`src/rtl/mem_copy_engine_pkg.sv`:
```
// Shared constants and state encoding for the block copy/fill engine.
package mem_pkg;
    localparam int AW             = 10;
    localparam int DW             = 32;
    localparam int LW             = 8;
    localparam int BYTES_PER_WORD = 4;

    typedef enum logic [1:0] {
        IDLE = 2'd0,
        RD   = 2'd1,
        WR   = 2'd2,
        FIN  = 2'd3
    } state_t;

    localparam logic MODE_COPY = 1'b0;
    localparam logic MODE_FILL = 1'b1;
endpackage

```
`src/rtl/mem_copy_engine.sv`:
```
// Memory copy/fill initiator: COPY alternates one read and one write per word, FILL writes every cycle.
// Commands are latched on an accepted start; later input changes and starts are ignored until IDLE.
module mem_copy_engine
    import mem_pkg::*;
#(
    parameter int AW = mem_pkg::AW,
    parameter int DW = mem_pkg::DW,
    parameter int LW = mem_pkg::LW
) (
    input  logic          clk,
    input  logic          rst,
    input  logic          start,
    input  logic          mode,
    input  logic [AW-1:0] src_addr,
    input  logic [AW-1:0] dst_addr,
    input  logic [LW-1:0] len,
    input  logic [DW-1:0] fill_data,
    output logic          busy,
    output logic          done,
    output logic          err,
    output logic          mem_write,
    output logic          mem_read,
    output logic [AW-1:0] mem_addr,
    output logic [DW-1:0] mem_wrdata,
    input  logic [DW-1:0] mem_rddata
);

    localparam int XW = 12;

    state_t        state;
    state_t        state_nx;
    logic [AW-1:0] src_ptr;
    logic [AW-1:0] dst_ptr;
    logic [LW-1:0] cnt;
    logic [DW-1:0] rd_buf;
    logic [DW-1:0] fill_q;
    logic          mode_q;
    logic          err_q;

    logic [XW-1:0] span;
    logic [XW-1:0] dst_end;
    logic [XW-1:0] src_end;
    logic          range_bad;
    logic          accept;

    // End addresses are computed one past the last byte, so touching 2^AW-1 exactly is legal.
    assign span      = XW'(len) << 2;
    assign dst_end   = XW'(dst_addr) + span;
    assign src_end   = XW'(src_addr) + span;
    assign range_bad = (len != '0) &&
                       ((dst_end > XW'(1 << AW)) ||
                        ((mode == MODE_COPY) && (src_end > XW'(1 << AW))));
    assign accept    = (state == IDLE) && start;

    always_ff @(posedge clk or posedge rst) begin
        if (rst) begin
            state <= IDLE;
        end else begin
            state <= state_nx;
        end
    end

    always_comb begin
        state_nx = state;
        case (state)
            IDLE: begin
                if (start && !range_bad) begin
                    if (len == '0) begin
                        state_nx = FIN;
                    end else if (mode == MODE_FILL) begin
                        state_nx = WR;
                    end else begin
                        state_nx = RD;
                    end
                end
            end
            RD:  state_nx = WR;
            WR: begin
                if (cnt == LW'(1)) begin
                    state_nx = FIN;
                end else if (mode_q == MODE_FILL) begin
                    state_nx = WR;
                end else begin
                    state_nx = RD;
                end
            end
            FIN:     state_nx = IDLE;
            default: state_nx = IDLE;
        endcase
    end

    always_comb begin
        busy       = 1'b0;
        done       = 1'b0;
        mem_read   = 1'b0;
        mem_write  = 1'b0;
        mem_addr   = '0;
        mem_wrdata = '0;
        case (state)
            RD: begin
                busy     = 1'b1;
                mem_read = 1'b1;
                mem_addr = src_ptr;
            end
            WR: begin
                busy       = 1'b1;
                mem_write  = 1'b1;
                mem_addr   = dst_ptr;
                mem_wrdata = (mode_q == MODE_FILL) ? fill_q : rd_buf;
            end
            FIN:     done = 1'b1;
            default: ;
        endcase
    end

    assign err = err_q;

    always_ff @(posedge clk or posedge rst) begin
        if (rst) begin
            src_ptr <= '0;
            dst_ptr <= '0;
            cnt     <= '0;
            rd_buf  <= '0;
            fill_q  <= '0;
            mode_q  <= MODE_COPY;
            err_q   <= 1'b0;
        end else begin
            err_q <= accept && range_bad;
            if (accept) begin
                src_ptr <= src_addr;
                dst_ptr <= dst_addr;
                cnt     <= len;
                mode_q  <= mode;
                fill_q  <= fill_data;
            end
            if (state == RD) begin
                rd_buf  <= mem_rddata;
                src_ptr <= src_ptr + AW'(BYTES_PER_WORD);
            end
            if (state == WR) begin
                dst_ptr <= dst_ptr + AW'(BYTES_PER_WORD);
                cnt     <= cnt - LW'(1);
            end
        end
    end

endmodule

```
`config.mk`:
```
export PLATFORM = sky130hd
export DESIGN_NAME = mem_copy_engine
export DESIGN_NICKNAME = d
export VERILOG_FILES = /design/src/rtl/mem_copy_engine_pkg.sv /design/src/rtl/mem_copy_engine.sv
export SDC_FILE = /design/constraint.sdc
export NUM_CORES = 1
export LEC_CHECK = 0
export ABC_AREA = 1
export CELL_PAD_IN_SITES_DETAIL_PLACEMENT = 1
export CELL_PAD_IN_SITES_GLOBAL_PLACEMENT = 2
export CORE_MARGIN = 1.5
export CORE_UTILIZATION = 29
export CTS_CLUSTER_DIAMETER = 40
export CTS_CLUSTER_SIZE = 10
export DETAILED_ROUTE_END_ITERATION = 8
export GPL_ROUTABILITY_DRIVEN = 0
export PLACE_DENSITY = 0.92
export SYNTH_ARGS = -nofsm -noshare
export SYNTH_HDL_FRONTEND = slang
export SYNTH_SLANG_ARGS = --single-unit
```
`constraint.sdc`:
```
create_clock -name clk -period 8.2 [get_ports clk]
set_input_delay 1.64 -clock clk [delete_from_list [all_inputs] [get_ports clk]]
set_output_delay 1.64 -clock clk [all_outputs]
set_load 0.1 [all_outputs]
```
==> metrics.cfg, run 1 <==
[worst_setup_path]
r2r-start = state[0]
reg2reg_slack_ps = 5690
crit_type = reg -> out
end_kind = output pin
crit_start = state[0]
start_kind = register
r2r_cells = 8
worst_ep_required_time_ps = 6560
critPathArrivalTime_ps = 3240
cp_max_fo = 48
r2r_end = dst_ptr[2]
endpoint = mem_addr[6]

[global_routing]
grt_use_total_pct = 18.7
grt_start_max_net_pins = 66
overflow = 0
antenna_found_initial = 0
grt_pass1_wl_mm = 29.4
grt_pass1_vias = 5685

[sta]
max_freq_mhz = 205
fin_crit_ps = 4880
slew_headroom_pct = 30.4
setup_viol = 0
fin_tns_setup_ps = 0
tightest_slew_ps = 1040
rsz0062_at_grt = false
maxSlewViolCount = 0
finClkSkew_ps = 10.3
hold_violations = 0
final.setup.worst_slack_ps = 3320
min_period_over_period_pct = 59.5

[die]
io_pins = 143
die_y_um = 142
start_util_pct = 29.8
rows = 50
core_area_sq_um = 18900
dieWidth_um = 142
dieArea_sq_um = 20200

[power_and_ir_drop]
p_leak_nw = 3.60
max-vdd-ir-drop_v = 0.000214
pwr_density_cell_nw_per_um2 = 423

[clock_tree]
cts_buffers = 9
clk_latency_ps = 350
root_buffer = clkbuf_16
post_cts_buffers = 0
cts_hold_buf = 0
clockBufferDepth = 2
cts_tree = yes
cts_max_level = 3
cts_resized = 0
cts_sinks = 96
clk_pin_slew_ps = 70

[flow_run]
drv_cap = 0

[min_path]
hold_path.class = reg -> reg
min-delay-start = rd_buf[20]
whs_path_depth = 2

[yosys]
yosys-top-cells-count = 296 x nand2_1, 96 x dfrtp_1, 84 x inv_1, 75 x o21ai_0, 67 x nor2_1
synthCells = 796
yosys-top-cells-area = dfrtp_1 43%, nand2_1 20%, o21ai_0 6.7%
yosys.area.top_type = dfrtp_1
avgSynthCellArea_sq_um = 7.07
synth-edff-count = 0
synthArstFlopShare_pct = 100
synthFlopType = dfrtp_1
synth_nets = 919
syn_area_sq_um = 5620
yosysMostFrequentCell = nand2_1
yosysSeqAreaShare_pct = 42.7
synth_top_area_share_pct = 42.7
synth_cell_types = 34
ys_ff_latch = 96
ys.warnings.count = 0

[placement]
post-place-ws_ps = 3720
port_buffers = 142
place_hpwl_mm = 13.4
dp.cells = 1172

[detailed_routing]
drc = 0
viasPerCell = 4.66
vias = 5538
drt_iter0_drc = 289
wire_per_inst_um = 15.4
antenna_left = 0
routed_wl_mm = 18.3
drtPass1Iterations = 4

[cells_and_area]
drive_above_1_share_pct = 4.09
antenna_cells = 0
area_delta_synth_final_pct = 35.4
post-route-util_pct = 40.3
num-nets-final = 1046
stdcell_count = 1188

[status]
status = finished clean

==> worst max-delay path, stage by stage, from the launching register on <==
cell	delay, ps
dfrtp_1	410
inv_1	120
ha_2	300
buf_4	470
nand2_1	150
a21oi_1	230
clkdlybuf4s50_1	1190
==> per-stage QoR <==
step / instance area (sq um) / power [mW] / hold WS (ps)
after global routing: 7610 / 3.44 / 502
after CTS: 7610 / 3.25 / 476
after detailed placement: 7290 / 2.77 / 456
final: 7610 / 3.22 / 469
after floorplan: 5620 / 2.26 / 437
after global placement: 7290 / 2.74 / 451
==> kinds of logic (layout without fill, tap and decap cells) <==
| logic type | Yosys count | in the layout | share of synthesized area, % |
|---|---|---|---|
| AO/OA/AOI/OAI | 138 | 138 | 13.5 |
| XOR/XNOR | 2 | 2 | 0.312 |
| adder cells (fa/ha/maj) | 27 | 27 | 6.27 |
| AND/OR/NAND/NOR | 409 | 409 | 28.8 |
| buffers and inverters | 124 | 256 | 8.41 |
| flip-flops | 96 | 96 | 42.7 |
==> registers in the layout, summed over array words and instances, names as in the netlist <==
register,cells
dst_ptr,10
state,2
fill_q,32
rd_buf,32
mode_q,1
cnt,8
src_ptr,10
err,1
==> worst min-delay path by stage <==
stage	to	slack, ps
floorplan	rd_buf[14]	440
global placement	rd_buf[20]	450
detailed placement	rd_buf[25]	460
CTS	rd_buf[30]	480
global route	fill_q[1]	500
finish	rd_buf[20]	470
==> cells in the final DEF (no fill, tap or decap), types with 2 or more instances in the layout <==
| cell type | Yosys | layout |
|---|---|---|
| o21ai_1 | 2 | 2 |
| bufinv_16 | 0 | 2 |
| nand4_1 | 6 | 6 |
| nor2_1 | 67 | 67 |
| fa_1 | 2 | 2 |
| a21oi_1 | 37 | 37 |
| nor3_1 | 6 | 6 |
| o211ai_1 | 8 | 8 |
| nand3_1 | 23 | 23 |
| clkinv_1 | 3 | 3 |
| o221ai_1 | 6 | 6 |
| buf_4 | 0 | 5 |
| o21ai_0 | 75 | 75 |
| ha_1 | 25 | 23 |
| nor2_2 | 2 | 2 |
| inv_1 | 84 | 83 |
| inv_6 | 0 | 2 |
| a31oi_1 | 3 | 3 |
| ha_2 | 0 | 2 |
| clkdlybuf4s50_1 | 0 | 142 |
| clkbuf_16 | 0 | 9 |
| inv_2 | 6 | 6 |
| dfrtp_1 | 96 | 96 |
| nand2_2 | 6 | 6 |
| nand2_1 | 296 | 296 |
==> area by class of cell <==
type                       instances  area, sq um
timing repair buffer             147         1460
inverter                          93          352
sequential                        96         2400
multi-input combinational        576         2750
tap                              260          325
clock buffer                      10          229
clock inverter                     6         91.3
fill                            2366        11300
==> where the power goes <==
| part | switching, mW | internal [mW] |
|---|---|---|
| Combinational | 1.42 | 0.482 |
| Clock | 0.196 | 0.270 |
| Sequential | 0.145 | 0.704 |
| Total | 1.76 | 1.46 |
==> layer usage <==
| metal | vias up | global-route usage [%] | wire, um |
|---|---|---|---|
| li1 | 2780 | - | - |
| met1 | 2613 | 25.7 | 8980 |
| met2 | 128 | 30.7 | 8250 |
| met3 | 17 | 2.22 | 742 |
| met4 | 0 | 5.91 | 286 |
| met5 | - | 0 | 0 |
No activity file was read; power rests on OpenSTA's default activity.
==> run 2, diff against run 1 <==
--- a/config.mk
+++ b/config.mk
@@ -9,12 +9,12 @@
 export CELL_PAD_IN_SITES_DETAIL_PLACEMENT = 1
 export CELL_PAD_IN_SITES_GLOBAL_PLACEMENT = 2
 export CORE_MARGIN = 1.5
-export CORE_UTILIZATION = 29
+export CORE_UTILIZATION = 27
 export CTS_CLUSTER_DIAMETER = 40
 export CTS_CLUSTER_SIZE = 10
 export DETAILED_ROUTE_END_ITERATION = 8
 export GPL_ROUTABILITY_DRIVEN = 0
-export PLACE_DENSITY = 0.92
+export PLACE_DENSITY = 0.87
 export SYNTH_ARGS = -nofsm -noshare
 export SYNTH_HDL_FRONTEND = slang
 export SYNTH_SLANG_ARGS = --single-unit
==> constraint.sdc (replaced) <==
create_clock -name clk -period 5.1 [get_ports clk]
set_input_delay 1.02 -clock clk [delete_from_list [all_inputs] [get_ports clk]]
set_output_delay 1.02 -clock clk [all_outputs]
set_load 0.1 [all_outputs]
==> run 2 against run 1 <==
  * Die area up 7.2%
  * Worst setup slack worse by 1900 ps
  * Sequential power up 59%
  * Utilization down 3.3 points
  * Combinational power up 62%
  * Flip-flop and latch count unchanged
  * Clock skew down 3.6 ps
  * Cell count up 1.1%
  * Highest routed layer unchanged
==> metrics.cfg, run 2 (same netlist as run 1, synthesis figures left out) <==
[clock_tree]
root_buffer = clkbuf_16
cts_hold_buf = 0
cts_resized = 0
cts_buffers = 9
cts_tree = yes
cts_max_level = 3
post_cts_buffers = 0
clk_latency_ps = 350
cts_sinks = 96
clockBufferDepth = 2
clk_pin_slew_ps = 80

[cells_and_area]
final_common_cell = nand2_1
post-route-util_pct = 37.0
area_delta_synth_final_pct = 33.9
stdcell_area_sq_um = 7530
largestRegisters = fill_q: 32 flops, rd_buf: 32 flops
antenna_cells = 0
stdcell_count = 1201
drive_above_1_share_pct = 9.02
final_cell_mix = 296 x nand2_1, 100 x clkdlybuf4s50_1, 96 x dfrtp_1
num-nets-final = 1049

[placement]
port_buffers = 142
place_hpwl_mm = 14.2
place_area_sq_um = 7220
post-place-ws_ps = 1630
dp.cells = 1185

[detailed_routing]
dr.max_layer_used = met4
wire_per_inst_um = 15.9
vias = 5548
viasPerCell = 4.62
met3WireLength_um = 717
met2_length_mm = 8.61
routed_wl_mm = 19.1
antenna_left = 0
drtPass1Iterations = 4
drc = 0
drt_iter0_drc = 286
wl_met1_mm = 9.69

[sta]
hold_ws_ps = 472
finClkSkew_ps = 6.73
min_period_over_period_pct = 72.0
fin_tns_setup_ps = 0
slew_headroom_pct = 29.4
final.setup.worst_slack_ps = 1430
setup_viol = 0
tightest_slew_ps = 1060
max_freq_mhz = 272
hold_violations = 0
fin_crit_ps = 3670
maxSlewViolCount = 0
rsz0062_at_grt = false

[global_routing]
antenna_found_initial = 0
grt_start_max_net_pins = 78
grt_use_total_pct = 18.0
grt_pass1_vias = 5749
overflow = 0
grt_pass1_wl_mm = 31.0

[min_path]
min-delay-start = rd_buf[20]
hold_path.class = reg -> reg

[worst_setup_path]
crit_start = state[0]
critPathArrivalTime_ps = 2650
r2r-start = state[1]
end_kind = output pin
start_kind = register
crit_type = reg -> out
cp_max_fo = 28
worst_ep_required_time_ps = 4080

[die]
start_util_pct = 27.6
dieWidth_um = 147
dieArea_sq_um = 21700
core_area_sq_um = 20400
rows = 52
io_pins = 143
die_y_um = 147

[power_and_ir_drop]
power.total_mw = 5.14
p_leak_nw = 3.69
pwr_density_cell_nw_per_um2 = 682
max-vdd-ir-drop_v = 0.000235

[flow_run]
drv_cap = 0

[status]
status = finished clean

run 2: path summary, 6_finish.rpt:
kind,cells after the start,to,slack (ps)
setup reg to reg,7,src_ptr[9],2600
min in group asynchronous,2,fill_q[4],1280
hold / removal,2,rd_buf[20],470
hold reg to reg,2,rd_buf[20],470
max in group asynchronous,3,fill_q[6],2940
setup / recovery,3,mem_write,1430
run 2: power by group:
part | internal (mW) | total, mW | switching (mW)
clock network | 0.392 | 0.722 | 0.330
logic | 0.734 | 3.07 | 2.33
registers | 1.13 | 1.35 | 0.219
run 2: area by class of cell:
class / instances / area [sq um]
Multi-Input combinational cell: 576 / 2750
Clock buffer: 9 / 225
Timing Repair Buffer: 150 / 1380
Clock inverter: 7 / 83.8
Fill cell: 2524 / 12800
Sequential cell: 96 / 2400
Inverter: 93 / 352
Tap cell: 270 / 338
run 2: metal layers:
| metal | up-vias | GRT usage [%] |
|---|---|---|
| met1 | 2631 | 26.2 |
| met4 | 0 | 2.10 |
| met2 | 131 | 28.7 |
| met3 | 8 | 2.98 |
| met5 | - | 0 |
| li1 | 2778 | - |
run 2: worst max-delay path, cell delays in order, from the launching register on:
cell and delay (ps):
dfrtp_1 430, inv_1 120, ha_2 510, clkdlybuf4s50_1 1230
